[src/rtl/morse_rx_if.sv]
// Morse receiver bus: raw key and soft clear toward the decoder, decoded letter stream back.
interface morse_rx_if;
  logic       key_n;
  logic       clr;
  logic [4:0] code;
  logic       code_valid;
  logic [2:0] sym_cnt;
  logic       busy;
  logic       err;

  modport master (output key_n, clr, input code, code_valid, sym_cnt, busy, err);
  modport slave  (input key_n, clr, output code, code_valid, sym_cnt, busy, err);
endinterface

[src/rtl/morse_rx_decoder.sv]
// Morse key receiver: synchronize, debounce, time marks/spaces in units, decode A-Z.
// Define MORSE_RX_WORDGAP_EN to emit a code-30 strobe after a 7-unit release gap.
module morse_rx_decoder #(
  parameter int UNIT_CYCLES     = 12500000,
  parameter int DEBOUNCE_CYCLES = 500000
) (
  input  logic      iCLK,
  input  logic      rst_n,
  morse_rx_if.slave bus
);
  localparam int DIV_W = $clog2(UNIT_CYCLES);
  localparam int DB_W  = (DEBOUNCE_CYCLES > 1) ? $clog2(DEBOUNCE_CYCLES) : 1;

  typedef enum logic [1:0] {IDLE, MARK, SPACE} state_e;

  logic             sync1_q, sync2_q, key_lvl_q, key_dly_q;
  logic [DB_W-1:0]  db_cnt_q;
  logic [DIV_W-1:0] div_q;
  logic [2:0]       dur_q, dur_now;
  logic             tick, mark_rise, mark_fall, mark_edge;

  state_e     state_q, state_d;
  logic [3:0] pattern_q, pattern_d;
  logic [2:0] sym_cnt_q, sym_cnt_d;
  logic       ovf_q, ovf_d;
  logic [4:0] code_q, code_d, letter_code;
  logic       code_valid_q, code_valid_d;
  logic       err_q, err_d;
`ifdef MORSE_RX_WORDGAP_EN
  logic       gap_armed_q, gap_armed_d;
`endif

  function automatic logic [4:0] morse_lookup(input logic [2:0] n, input logic [3:0] p);
    // Key is {symbol count, pattern}; first symbol sits in bit n-1, dash = 1.
    case ({n, p})
      7'b010_0001: morse_lookup = 5'd0;   7'b100_1000: morse_lookup = 5'd1;
      7'b100_1010: morse_lookup = 5'd2;   7'b011_0100: morse_lookup = 5'd3;
      7'b001_0000: morse_lookup = 5'd4;   7'b100_0010: morse_lookup = 5'd5;
      7'b011_0110: morse_lookup = 5'd6;   7'b100_0000: morse_lookup = 5'd7;
      7'b010_0000: morse_lookup = 5'd8;   7'b100_0111: morse_lookup = 5'd9;
      7'b011_0101: morse_lookup = 5'd10;  7'b100_0100: morse_lookup = 5'd11;
      7'b010_0011: morse_lookup = 5'd12;  7'b010_0010: morse_lookup = 5'd13;
      7'b011_0111: morse_lookup = 5'd14;  7'b100_0110: morse_lookup = 5'd15;
      7'b100_1101: morse_lookup = 5'd16;  7'b011_0010: morse_lookup = 5'd17;
      7'b011_0000: morse_lookup = 5'd18;  7'b001_0001: morse_lookup = 5'd19;
      7'b011_0001: morse_lookup = 5'd20;  7'b100_0001: morse_lookup = 5'd21;
      7'b011_0011: morse_lookup = 5'd22;  7'b100_1001: morse_lookup = 5'd23;
      7'b100_1011: morse_lookup = 5'd24;  7'b100_1100: morse_lookup = 5'd25;
      default:     morse_lookup = 5'd31;
    endcase
  endfunction

  // key_lvl_q is the debounced key_n level (1 = released); it flips only after
  // DEBOUNCE_CYCLES consecutive synchronized samples that disagree with it.
  // NOTE: sequential state uses non-blocking assignments so every flop samples pre-edge values.
  always_ff @(posedge iCLK) begin
    if (!rst_n) begin
      sync1_q   <= 1'b1;
      sync2_q   <= 1'b1;
      key_lvl_q <= 1'b1;
      key_dly_q <= 1'b1;
      db_cnt_q  <= '0;
    end else begin
      sync1_q   <= bus.key_n;
      sync2_q   <= sync1_q;
      key_dly_q <= key_lvl_q;
      if (sync2_q == key_lvl_q) begin
        db_cnt_q <= '0;
      end else if (db_cnt_q == DB_W'(DEBOUNCE_CYCLES - 1)) begin
        key_lvl_q <= sync2_q;
        db_cnt_q  <= '0;
      end else begin
        db_cnt_q <= db_cnt_q + 1'b1;
      end
    end
  end

  assign mark_rise = key_dly_q & ~key_lvl_q;
  assign mark_fall = ~key_dly_q & key_lvl_q;
  assign mark_edge = mark_rise | mark_fall;
  assign tick      = (div_q == DIV_W'(UNIT_CYCLES - 1));
  // Duration including a tick landing this cycle, so decisions see elapsed whole units.
  assign dur_now   = (tick && dur_q != 3'd7) ? dur_q + 3'd1 : dur_q;

  always_ff @(posedge iCLK) begin
    if (!rst_n || mark_edge) begin
      div_q <= '0;
      dur_q <= '0;
    end else begin
      div_q <= tick ? '0 : div_q + 1'b1;
      dur_q <= dur_now;
    end
  end

  assign letter_code = ovf_q ? 5'd31 : morse_lookup(sym_cnt_q, pattern_q);

  // NOTE: every always_comb output gets a default first so no path can infer a latch.
  always_comb begin
    state_d      = state_q;
    pattern_d    = pattern_q;
    sym_cnt_d    = sym_cnt_q;
    ovf_d        = ovf_q;
    code_d       = code_q;
    code_valid_d = 1'b0;
    err_d        = err_q;
`ifdef MORSE_RX_WORDGAP_EN
    gap_armed_d  = gap_armed_q;
`endif
    if (bus.clr) begin
      state_d   = IDLE;
      pattern_d = '0;
      sym_cnt_d = '0;
      ovf_d     = 1'b0;
      err_d     = 1'b0;
`ifdef MORSE_RX_WORDGAP_EN
      gap_armed_d = 1'b0;
`endif
    end else begin
      case (state_q)
        IDLE: begin
          if (mark_rise) begin
            state_d = MARK;
`ifdef MORSE_RX_WORDGAP_EN
            gap_armed_d = 1'b0;
          end else if (gap_armed_q && dur_now == 3'd7) begin
            code_valid_d = 1'b1;
            code_d       = 5'd30;
            gap_armed_d  = 1'b0;
`endif
          end
        end
        MARK: begin
          if (mark_fall) begin
            state_d = SPACE;
            if (sym_cnt_q == 3'd4) begin
              ovf_d = 1'b1;
            end else begin
              pattern_d = {pattern_q[2:0], dur_now >= 3'd2};
              sym_cnt_d = sym_cnt_q + 3'd1;
            end
          end
        end
        SPACE: begin
          if (dur_now >= 3'd3) begin
            // A press coinciding with letter end starts the next letter instead of being lost.
            state_d      = mark_rise ? MARK : IDLE;
            code_valid_d = 1'b1;
            code_d       = letter_code;
            err_d        = err_q | (letter_code == 5'd31);
            pattern_d    = '0;
            sym_cnt_d    = '0;
            ovf_d        = 1'b0;
`ifdef MORSE_RX_WORDGAP_EN
            gap_armed_d  = ~mark_rise;
`endif
          end else if (mark_rise) begin
            state_d = MARK;
          end
        end
        default: state_d = IDLE;
      endcase
    end
  end

  always_ff @(posedge iCLK) begin
    if (!rst_n) begin
      state_q      <= IDLE;
      pattern_q    <= '0;
      sym_cnt_q    <= '0;
      ovf_q        <= 1'b0;
      code_q       <= '0;
      code_valid_q <= 1'b0;
      err_q        <= 1'b0;
`ifdef MORSE_RX_WORDGAP_EN
      gap_armed_q  <= 1'b0;
`endif
    end else begin
      state_q      <= state_d;
      pattern_q    <= pattern_d;
      sym_cnt_q    <= sym_cnt_d;
      ovf_q        <= ovf_d;
      code_q       <= code_d;
      code_valid_q <= code_valid_d;
      err_q        <= err_d;
`ifdef MORSE_RX_WORDGAP_EN
      gap_armed_q  <= gap_armed_d;
`endif
    end
  end

  assign bus.code       = code_q;
  assign bus.code_valid = code_valid_q;
  assign bus.sym_cnt    = sym_cnt_q;
  assign bus.busy       = (state_q != IDLE);
  assign bus.err        = err_q;
endmodule

[src/flat_wrapper.sv]
// flat-port wrapper written by rule: the top's interface ports become plain ports
module morse_rx_decoder_flat 
#(
  parameter int UNIT_CYCLES     = 12500000,
  parameter int DEBOUNCE_CYCLES = 500000
)
  (iCLK, rst_n, bus_key_n, bus_clr, bus_code, bus_code_valid, bus_sym_cnt, bus_busy, bus_err);
  morse_rx_if bus_i ();
  input  logic iCLK;
  input  logic rst_n;
  input wire logic [$bits(bus_i.key_n)-1:0] bus_key_n;
  input wire logic [$bits(bus_i.clr)-1:0] bus_clr;
  output wire logic [$bits(bus_i.code)-1:0] bus_code;
  output wire logic [$bits(bus_i.code_valid)-1:0] bus_code_valid;
  output wire logic [$bits(bus_i.sym_cnt)-1:0] bus_sym_cnt;
  output wire logic [$bits(bus_i.busy)-1:0] bus_busy;
  output wire logic [$bits(bus_i.err)-1:0] bus_err;
  assign bus_i.key_n = bus_key_n;
  assign bus_i.clr = bus_clr;
  assign bus_code = bus_i.code;
  assign bus_code_valid = bus_i.code_valid;
  assign bus_sym_cnt = bus_i.sym_cnt;
  assign bus_busy = bus_i.busy;
  assign bus_err = bus_i.err;
  morse_rx_decoder #(.UNIT_CYCLES(UNIT_CYCLES), .DEBOUNCE_CYCLES(DEBOUNCE_CYCLES)) u_core (.iCLK(iCLK), .rst_n(rst_n), .bus(bus_i));
endmodule
[config.mk]
export PLATFORM = sky130hd
export DESIGN_NAME = morse_rx_decoder_flat
export DESIGN_NICKNAME = d
export VERILOG_FILES = /design/src/rtl/morse_rx_if.sv /design/src/rtl/morse_rx_decoder.sv /design/src/flat_wrapper.sv
export SDC_FILE = /design/constraint.sdc
export NUM_CORES = 1
export LEC_CHECK = 0
export BUFFER_PORTS_ARGS = -buffer_cell sky130_fd_sc_hd__buf_4
export CAP_MARGIN = 20
export CORE_ASPECT_RATIO = 1.4
export CORE_MARGIN = 5
export CORE_UTILIZATION = 50
export DETAILED_ROUTE_END_ITERATION = 12
export GPL_ROUTABILITY_DRIVEN = 0
export PLACE_DENSITY = 0.67
export SYNTH_ARGS = -nofsm -noshare
export SYNTH_HDL_FRONTEND = slang
export SYNTH_SLANG_ARGS = --single-unit
[constraint.sdc]
create_clock -name iCLK -period 3.5 [get_ports iCLK]
set_input_delay 0 -clock iCLK [delete_from_list [all_inputs] [get_ports iCLK]]
set_output_delay 0 -clock iCLK [all_outputs]
set_load 0.02 [all_outputs]
== Word level (Yosys, flattened, before mapping) ==
Memory sizes are Yosys's and may differ from the RTL's. A register that Yosys moved wholly into a read port is not among the register bits.
Cells that the tools add are included.
Word-level totals
  register bits after elaboration: 67
  ROM bits: 640
  output and inout port bits: 11
  logic and storage cells: 80
  memories kept: 1
Memory list
  (name not given): words 128, bits a word 5, read ports 1, clocked after Yosys merged registers in 1, wr ports 0, line morse_rx_decoder.sv:35  | case ({n, p})
Operators by class
  $add $sub $neg: 4
  $lt $le $gt $ge: 2
  equality and inequality tests: 12
  multiplexer cells: 22
  bitwise operators: 10
  reduce and logical (&&, ||, !) cells: 15
Operators by type and width (count)
  $add 24x1->24 const B: 1
  $eq 24x24->1 const B: 1
  $add 19x1->19 const B: 1
  $eq 19x19->1 const B: 1
  $mux 7: 2
  $mux 3: 4
  $mux 4: 3
  $pmux 4 s2: 1
  $reduce_and 4->1: 2
  $add 3x1->3 const B: 2
  $ge 3x2->1 const B: 2
  $mux 2: 3
  $ne 2x1->1 const B: 3
  $not 1->1: 6
  $pmux 2 s3: 1
  $pmux 3 s2: 1
  $reduce_or 3->1: 2
  $eq 5x5->1 const B: 1
  $mux 1: 5
  $mux 5: 1
  $reduce_and 2->1: 2
  $reduce_bool 2->1: 2
  $reduce_or 2->1: 2
  $eq 3x3->1 const B: 1
  13 further kinds: 15

== Depth between registers and ports, before layout ==
Gate-level depths: netlist (run 1).
  depth in word-level cells: 9
  depth in mapped cells: 13
  depth with buffers taken out: 12

== Worst setup path after synthesis (run 1) ==
No wires, ideal clock.
  path type: reg2reg
  from: register u_core.dur_q[0]
  to: register (tool-made name)
  library setup time: 0.129 ns
  arrival: 2.753 ns
  path slack: 0.618 ns
  stages on the path, launching flop included: 13
  cells stage by stage: dfxtp_1 -> ha_1 -> ha_1 -> nor3_1 -> a221oi_2 -> nor2_2 -> o32a_1 -> clkinv_1 -> ha_1 -> o311a_1 -> o32a_1 -> nor2_1 -> a211oi_1
RTL lines
  from (decl): line morse_rx_decoder.sv:19  | logic [2:0] dur_q, dur_now;
  from (signal assigned): line morse_rx_decoder.sv:91  | dur_q <= dur_now;

==> metrics.cfg, run 1 <==
[setup_path]
reg2reg_slack_ps=340
critPathMaxFanout=8
path_cells=ha_1 > nand4_1 > or2_1 > o41ai_4 > nor2_4 > o32a_1 > ha_1 > a2111oi_0 > a211oi_1
cp.arrival_ps=3360
start_kind=flop
crit_start=u_core.div_q[0]
cpMaxStageDelayCell=o32a_1
r2r-start=u_core.div_q[0]
slowest_delay_ps=460
critPathTopFamily=compound AO/OA/AOI/OAI gates
path_buf_inv=0
cp-end-kind=flop
r2r_cells=9
crit_type=reg2reg
cpMostUsedCell=ha_1
cp.required_ps=3710

[sta]
fin_ws_ps=341.5
setup_viol=0
clock.fmax_mhz=316.6
holdWs_ps=103.2
slew_headroom_pct=52.33
period_share_pct=90.24
worst_slew_pin_slew_ps=712.8
fin_skew_ps=7.308
slew_viol_final=0
finalHoldViolations=0
rsz0062_at_grt=false
finalCriticalPeriod_ps=3158
setup_tns_ps=0

[cts]
cts.reportedPaths.clkPinSlew_ps=70
cts_setup_buffers=0
cts_tree=yes
cts_made_buffers=9
clock_sinks=72
htree_levels=3
root_buffer=clkbuf_8
clk_latency_ps=340
cts_buffer_depth=2

[place]
post-place-ws_ps=270.5
dp.cells=509
hpwlAfterDp_um=5442
placement.cell_area_mm2=0.003772
port_buffers=14

[job]
drv_cap=0

[grt]
grt.total_usage_pct=18.16
grt_pass1_wl_um=12400
grt_pass1_vias=2835
grt_max_degree=24
antenna_found_initial=0
overflow=0

[floorplan]
start_util_pct=51.17
core_area_mm2=0.006937
rows=36
die_area_mm2=0.008908
dieHeight_um=109.7
pin_count=15
die_w_um=81.21

[worst_hold_path]
hp-start=bus_clr
worstHoldPathType=in2reg
whs_path_depth=4
hold_end=u_core.ovf_q

[power]
p_clk_share_pct=40.2
power_mw=1.428
comb_power_share_pct=1.9
p_per_area_mw_per_mm2=358.9
switching_share_pct=21.54
seqPwrFrac_pct=57.9
p_int_mw=1.120
ir_worst_vdd_v=0.0002303
p_leak_nw=1.489
power_switching_mw=0.3076

[cells_and_area]
postLayoutCoreUtil_pct=57.36
final_area_mm2=0.003979
area_growth_syn_to_layout_pct=12.09
nets=447
layout-drive-gt1-share_pct=11.57
diodes=0
fillers=656
seqCellArea_mm2=0.001441
multi_input_area_mm2=0.001984
fin_cells=527

[route]
drc=0
viasPerCell=5.398
final_antenna_net_count=0
first_iter_violations=160
wirelength_um=7263
wl_per_cell_um=13.78
drt-pass1-iter-count=4
num_vias=2845

[yosys]
syn-mean-instance-area_um2=8.786
synth.distinct_cells=60
syn_nets=423
syn_inst=404
yosys_warnings=0
syn_area_mm2=0.003550
synth-main-ff-cell=dfxtp_1
synth_edf_count=0
ys_async_sr_fraction_pct=0
yosysSeqAreaShare_pct=40.61
ys_seq_elements=72

[outcome]
status=finished clean

[tightest hold or removal path, delay by kind of cell]
| family | cells | cell delay (ps) |
|---|---|---|
| buf+inv | 1 | 100 |
| simple gates | 2 | 180 |
| compound gates | 1 | 120 |
[power by group through the flow]
stage          sequential [mW]  combinational (mW)  clock, mW
4_1_cts                  0.826              0.0278      0.600
3_5_place_dp             0.845              0.0252          0
5_1_grt                  0.827              0.0315      0.641
2_1_floorplan            0.845              0.0172          0
3_3_place_gp             0.845              0.0243          0
6_report                 0.827              0.0270      0.574
[state kept, by name, summed over array words and instances (netlist names), named ones only]
name,cells
u_core.bus.code,5
u_core.bus.code_valid,1
u_core.sync1_q,1
u_core.db_cnt_q,19
u_core.pattern_q,4
u_core.div_q,24
u_core.key_dly_q,1
u_core.ovf_q,1
u_core.state_q,2
u_core.bus.err,1
u_core.key_lvl_q,1
u_core.bus.sym_cnt,3
u_core.sync2_q,1
u_core.dur_q,3
[timing repair]
action,4_1_cts,5_1_grt
hold endpoints to repair,10,0
endpoints found under the setup margin,0,1
gates resized for setup,0,1
hold buffers,3,0
[synth_stat cells (2+ instances only)]
| cell type | n | area (µm²) |
|---|---|---|
| a21oi_1 | 9 | 45.04 |
| mux2i_1 | 6 | 60.06 |
| o22a_1 | 2 | 17.52 |
| o21ai_0 | 7 | 35.03 |
| o21ai_1 | 2 | 10.01 |
| nor3_1 | 8 | 40.04 |
| nand2b_1 | 6 | 37.54 |
| clkbuf_1 | 7 | 26.28 |
| xnor2_1 | 20 | 175.2 |
| nand2_1 | 23 | 86.33 |
| ha_1 | 15 | 187.7 |
| nand3_1 | 26 | 130.1 |
| nor2_1 | 74 | 277.8 |
| xor2_1 | 19 | 166.4 |
| or3_1 | 6 | 37.54 |
| o211ai_1 | 3 | 22.52 |
| nor4_1 | 5 | 31.28 |
| dfxtp_1 | 72 | 1441 |
| o21bai_1 | 2 | 15.01 |
| o32ai_1 | 2 | 17.52 |
| nand3b_1 | 3 | 22.52 |
| nor2b_1 | 3 | 18.77 |
| a211oi_1 | 4 | 30.03 |
| o211a_1 | 6 | 60.06 |
| a21o_1 | 2 | 15.01 |
| nand4_1 | 10 | 62.56 |
| and3_1 | 5 | 31.28 |
| and4_1 | 4 | 35.03 |
| inv_1 | 20 | 75.07 |
| o32a_1 | 3 | 30.03 |
[area by class of cell]
type                       instances  area share, %
clock buffer                      11          3.805
clock inverter                     4         0.5031
inverter                          22          2.075
multi-input combinational        300          49.87
sequential                        72          36.23
tap                               95          2.987
timing repair buffer              23          4.528
[worst max-delay path by stage]
stage,endpoint,cells after the start
floorplan,flop,12
global placement,flop,12
detailed placement,flop,12
CTS,flop,12
global route,flop,12
finish,flop,9
[metal layers]
metal	vias to the layer above	track usage, %	share of wire, %
met3	26	5.000	3.7
met2	71	32.14	51
met5	-	0	0
li1	1452	-	-
met4	0	10.75	4.3
met1	1296	18.81	41
[layout by cell type (no fill, tap or decap), types with 6 or more instances in the layout]
cell type / netlist / final
xor2_1: 19 / 19
nand2b_1: 6 / 6
or3_1: 6 / 6
dfxtp_1: 72 / 72
nand4_1: 10 / 10
mux2i_1: 6 / 6
a21oi_1: 9 / 9
nor2_1: 74 / 74
buf_4: 0 / 20
xnor2_1: 20 / 20
ha_1: 15 / 15
nand3_1: 26 / 26
inv_1: 20 / 20
nand2_1: 23 / 23
clkbuf_8: 0 / 11
nor3_1: 8 / 8
o21ai_0: 7 / 7
o211a_1: 6 / 6
[logic make-up after synthesis]
group           count (synthesis)  share of synthesized area (%)
simple gates                  187                          26.86
flops                          72                          40.61
compound gates                 53                          12.30
xor+xnor                       39                          9.623
buf+inv                        32                          3.630
fa+ha+maj                      15                          5.287
mux                             6                          1.692
Note: power is estimated with default switching activity, not from simulation.
==> run 2: changes to the inputs <==
- CTS_BUF_LIST: not set -> sky130_fd_sc_hd__clkbuf_4 sky130_fd_sc_hd__clkbuf_8 sky130_fd_sc_hd__clkbuf_16
- CTS_CLUSTER_DIAMETER: not set -> 80
- GPL_TIMING_DRIVEN: not set -> 0
==> run 2 against run 1 <==
Compared with the run above: global-route usage shrank 0.67 points; non-clock buffer count grew 3; wire length shrank 5.8%; clock power grew 25%; largest power group unchanged; count of clock-buffer cells in the layout is the same; total power grew 10%; final area grew 1.7%; critical path depth grew 1; utilization grew 0.97 points; hold slack lost 46 ps; maximum frequency shrank 2.8%.
==> metrics.cfg, run 2 (same netlist as run 1, synthesis figures left out) <==
[outcome]
status=finished clean

[route]
wirelength_um=6843  ; -5.8%
drc=0  ; unchanged
final_antenna_net_count=0  ; unchanged
num_vias=2842  ; -0.11%
viasPerCell=5.352  ; -0.86%
drt-pass1-iter-count=4  ; unchanged
route.met2.wl_um=3586  ; -4.0%
first_iter_violations=105  ; -34%
wl_per_cell_um=12.89  ; -6.5%
wl_met3_um=182  ; -33%
highest_layer=met4
wl_met1_um=2892  ; -1.8%

[grt]
grt_pass1_wl_um=12030  ; -3.0%
overflow=0  ; unchanged
grt_max_degree=13  ; -46%
grt.total_usage_pct=17.48  ; -0.67 points
antenna_found_initial=0  ; unchanged
grt_pass1_vias=2776  ; -2.1%

[setup_path]
reg2reg_slack_ps=250  ; -90 ps
cpMaxStageDelayCell=o32a_1
start_kind=flop
slowest_delay_ps=460  ; about the same
path_cells=ha_1 > nand4_1 > or2_1 > o41ai_4 > nor2_4 > o32a_1 > ha_1 > nor3_2 > a21oi_1 > a211oi_1
path_buf_inv=0  ; unchanged
r2r_cells=10  ; +1
cp.arrival_ps=3490  ; +130 ps
crit_type=reg2reg
cpMostUsedCell=ha_1
cp.required_ps=3730  ; +20 ps
cp-end-kind=flop
critPathMaxFanout=7  ; -1
r2r-start=u_core.div_q[0]
critPathTopFamily=compound AO/OA/AOI/OAI gates

[cells_and_area]
diodes=0  ; unchanged
area_growth_syn_to_layout_pct=13.99
largest_reg_flops=24  ; unchanged
nets=450  ; +0.67%
most-common-layout-cells=nor2_1, dfxtp_1, nand3_1, nand2_1
regMostFlops=u_core.div_q
layout-drive-gt1-share_pct=11.70  ; +0.12 points
final_area_mm2=0.004046  ; +1.7%
mostFrequentLayoutCell=nor2_1
fin_cells=531  ; +0.76%

[place]
dp.cells=513  ; +0.79%
port_buffers=14  ; unchanged
placement.cell_area_mm2=0.003774  ; about the same
hpwlAfterDp_um=5108  ; -6.1%

[cts]
cts_made_buffers=9  ; unchanged
root_buffer=clkbuf_8
cts_buffer_depth=2  ; unchanged
clk_latency_ps=340  ; about the same
cts_setup_buffers=0  ; unchanged
clock_sinks=72  ; unchanged
htree_levels=3  ; unchanged
cts.reportedPaths.clkPinSlew_ps=70  ; about the same
cts_tree=yes

[sta]
slew_viol_final=0  ; unchanged
finalCriticalPeriod_ps=3250  ; +91.99 ps
holdWs_ps=56.86  ; -46.35 ps
period_share_pct=92.87  ; +2.6 points
finalHoldViolations=0  ; unchanged
clock.fmax_mhz=307.6  ; -2.8%
slew_headroom_pct=56.68  ; +4.3 points
setup_viol=0  ; unchanged
fin_skew_ps=6.744  ; -0.5641 ps
rsz0062_at_grt=false
worst_slew_pin_slew_ps=649.8  ; -63.05 ps

[floorplan]
pin_count=15  ; unchanged
die_area_mm2=0.008908  ; unchanged
die_w_um=81.21  ; unchanged
rows=36  ; unchanged
core_area_mm2=0.006937  ; unchanged
start_util_pct=51.17  ; unchanged
dieHeight_um=109.7  ; unchanged

[job]
drv_cap=0  ; unchanged

[worst_hold_path]
whs_path_depth=3  ; -1
worstHoldPathType=in2reg
hp-start=rst_n
hold_end=u_core.dur_q[0]

[power]
ir_worst_vdd_v=0.0003050  ; +32%
p_leak_nw=1.494  ; +0.39%
p_per_area_mw_per_mm2=388.4  ; +8.2%

==> run 2: cell count changes in the layout (fill, tap and decap cells not counted), sizes merged <==
cell         delta
clkbuf          +7
buf             -3
bufinv          +2
clkinv          -2
clkinvlp        +1
dlygate4sd3     -1
==> run 2: per-layer routing <==
metal,vias up,track usage [%]
met1,1323,18.54
met2,44,31.96
li1,1458,-
met3,17,4.262
met4,0,8.092
met5,-,0
==> run 2: repair_timing <==
action	in CTS	in global routing
hold endpoints to repair	2	0
gates resized for setup	0	7
setup endpoints to repair	0	3
hold buffers	2	0
==> run 2: final cells by class <==
cell class                 instances  area, µm²
sequential                        72       1441
timing repair buffer              16      125.1
multi-input combinational        300       2012
clock inverter                     5      81.33
fill                             676       2890
tap                               95      118.9
inverter                          22      82.58
buffer                            10      46.29
clock buffer                      11      138.9
==> run 2: power by group <==
group	internal [mW]	switching [mW]	leakage [nW]
logic	0.0100	0.0178	0.803
clock network	0.417	0.300	0.110
registers	0.823	0.00343	0.581
==> run 2: worst max-delay path by stage <==
stage,start,to,slack [ps],cells past startpoint
4_1_cts,u_core.div_q[0],flop,3,11
2_1_floorplan,u_core.dur_q[0],flop,620,12
6_report,u_core.div_q[0],flop,250,10
3_3_place_gp,u_core.div_q[0],flop,-10,10
3_5_place_dp,u_core.div_q[0],flop,30,11
5_1_grt,u_core.div_q[0],flop,20,10
==> run 2: stage by stage <==
stage / setup TNS (ps) / utilization, % / power [mW] / setup slack, ps
2_1_floorplan: 0 / - / 0.8620 / 617.5
3_3_place_gp: -11.11 / 54.40 / 0.8711 / -11.11
3_5_place_dp: 0 / 54.40 / 0.8721 / 29.80
4_1_cts: 0 / 57.86 / 1.602 / 3.379
5_1_grt: 0 / 58.33 / 1.637 / 23.10
6_report: 0 / 58.33 / 1.572 / 249.5
==> run 2: worst register-to-register path, cell delays in order, from the launching register on <==
cell,delay [ps]
dfxtp_1,370
ha_1,220
nand4_1,210
or2_1,350
o41ai_4,440
nor2_4,130
o32a_1,470
ha_1,390
nor3_2,200
a21oi_1,60
a211oi_1,320
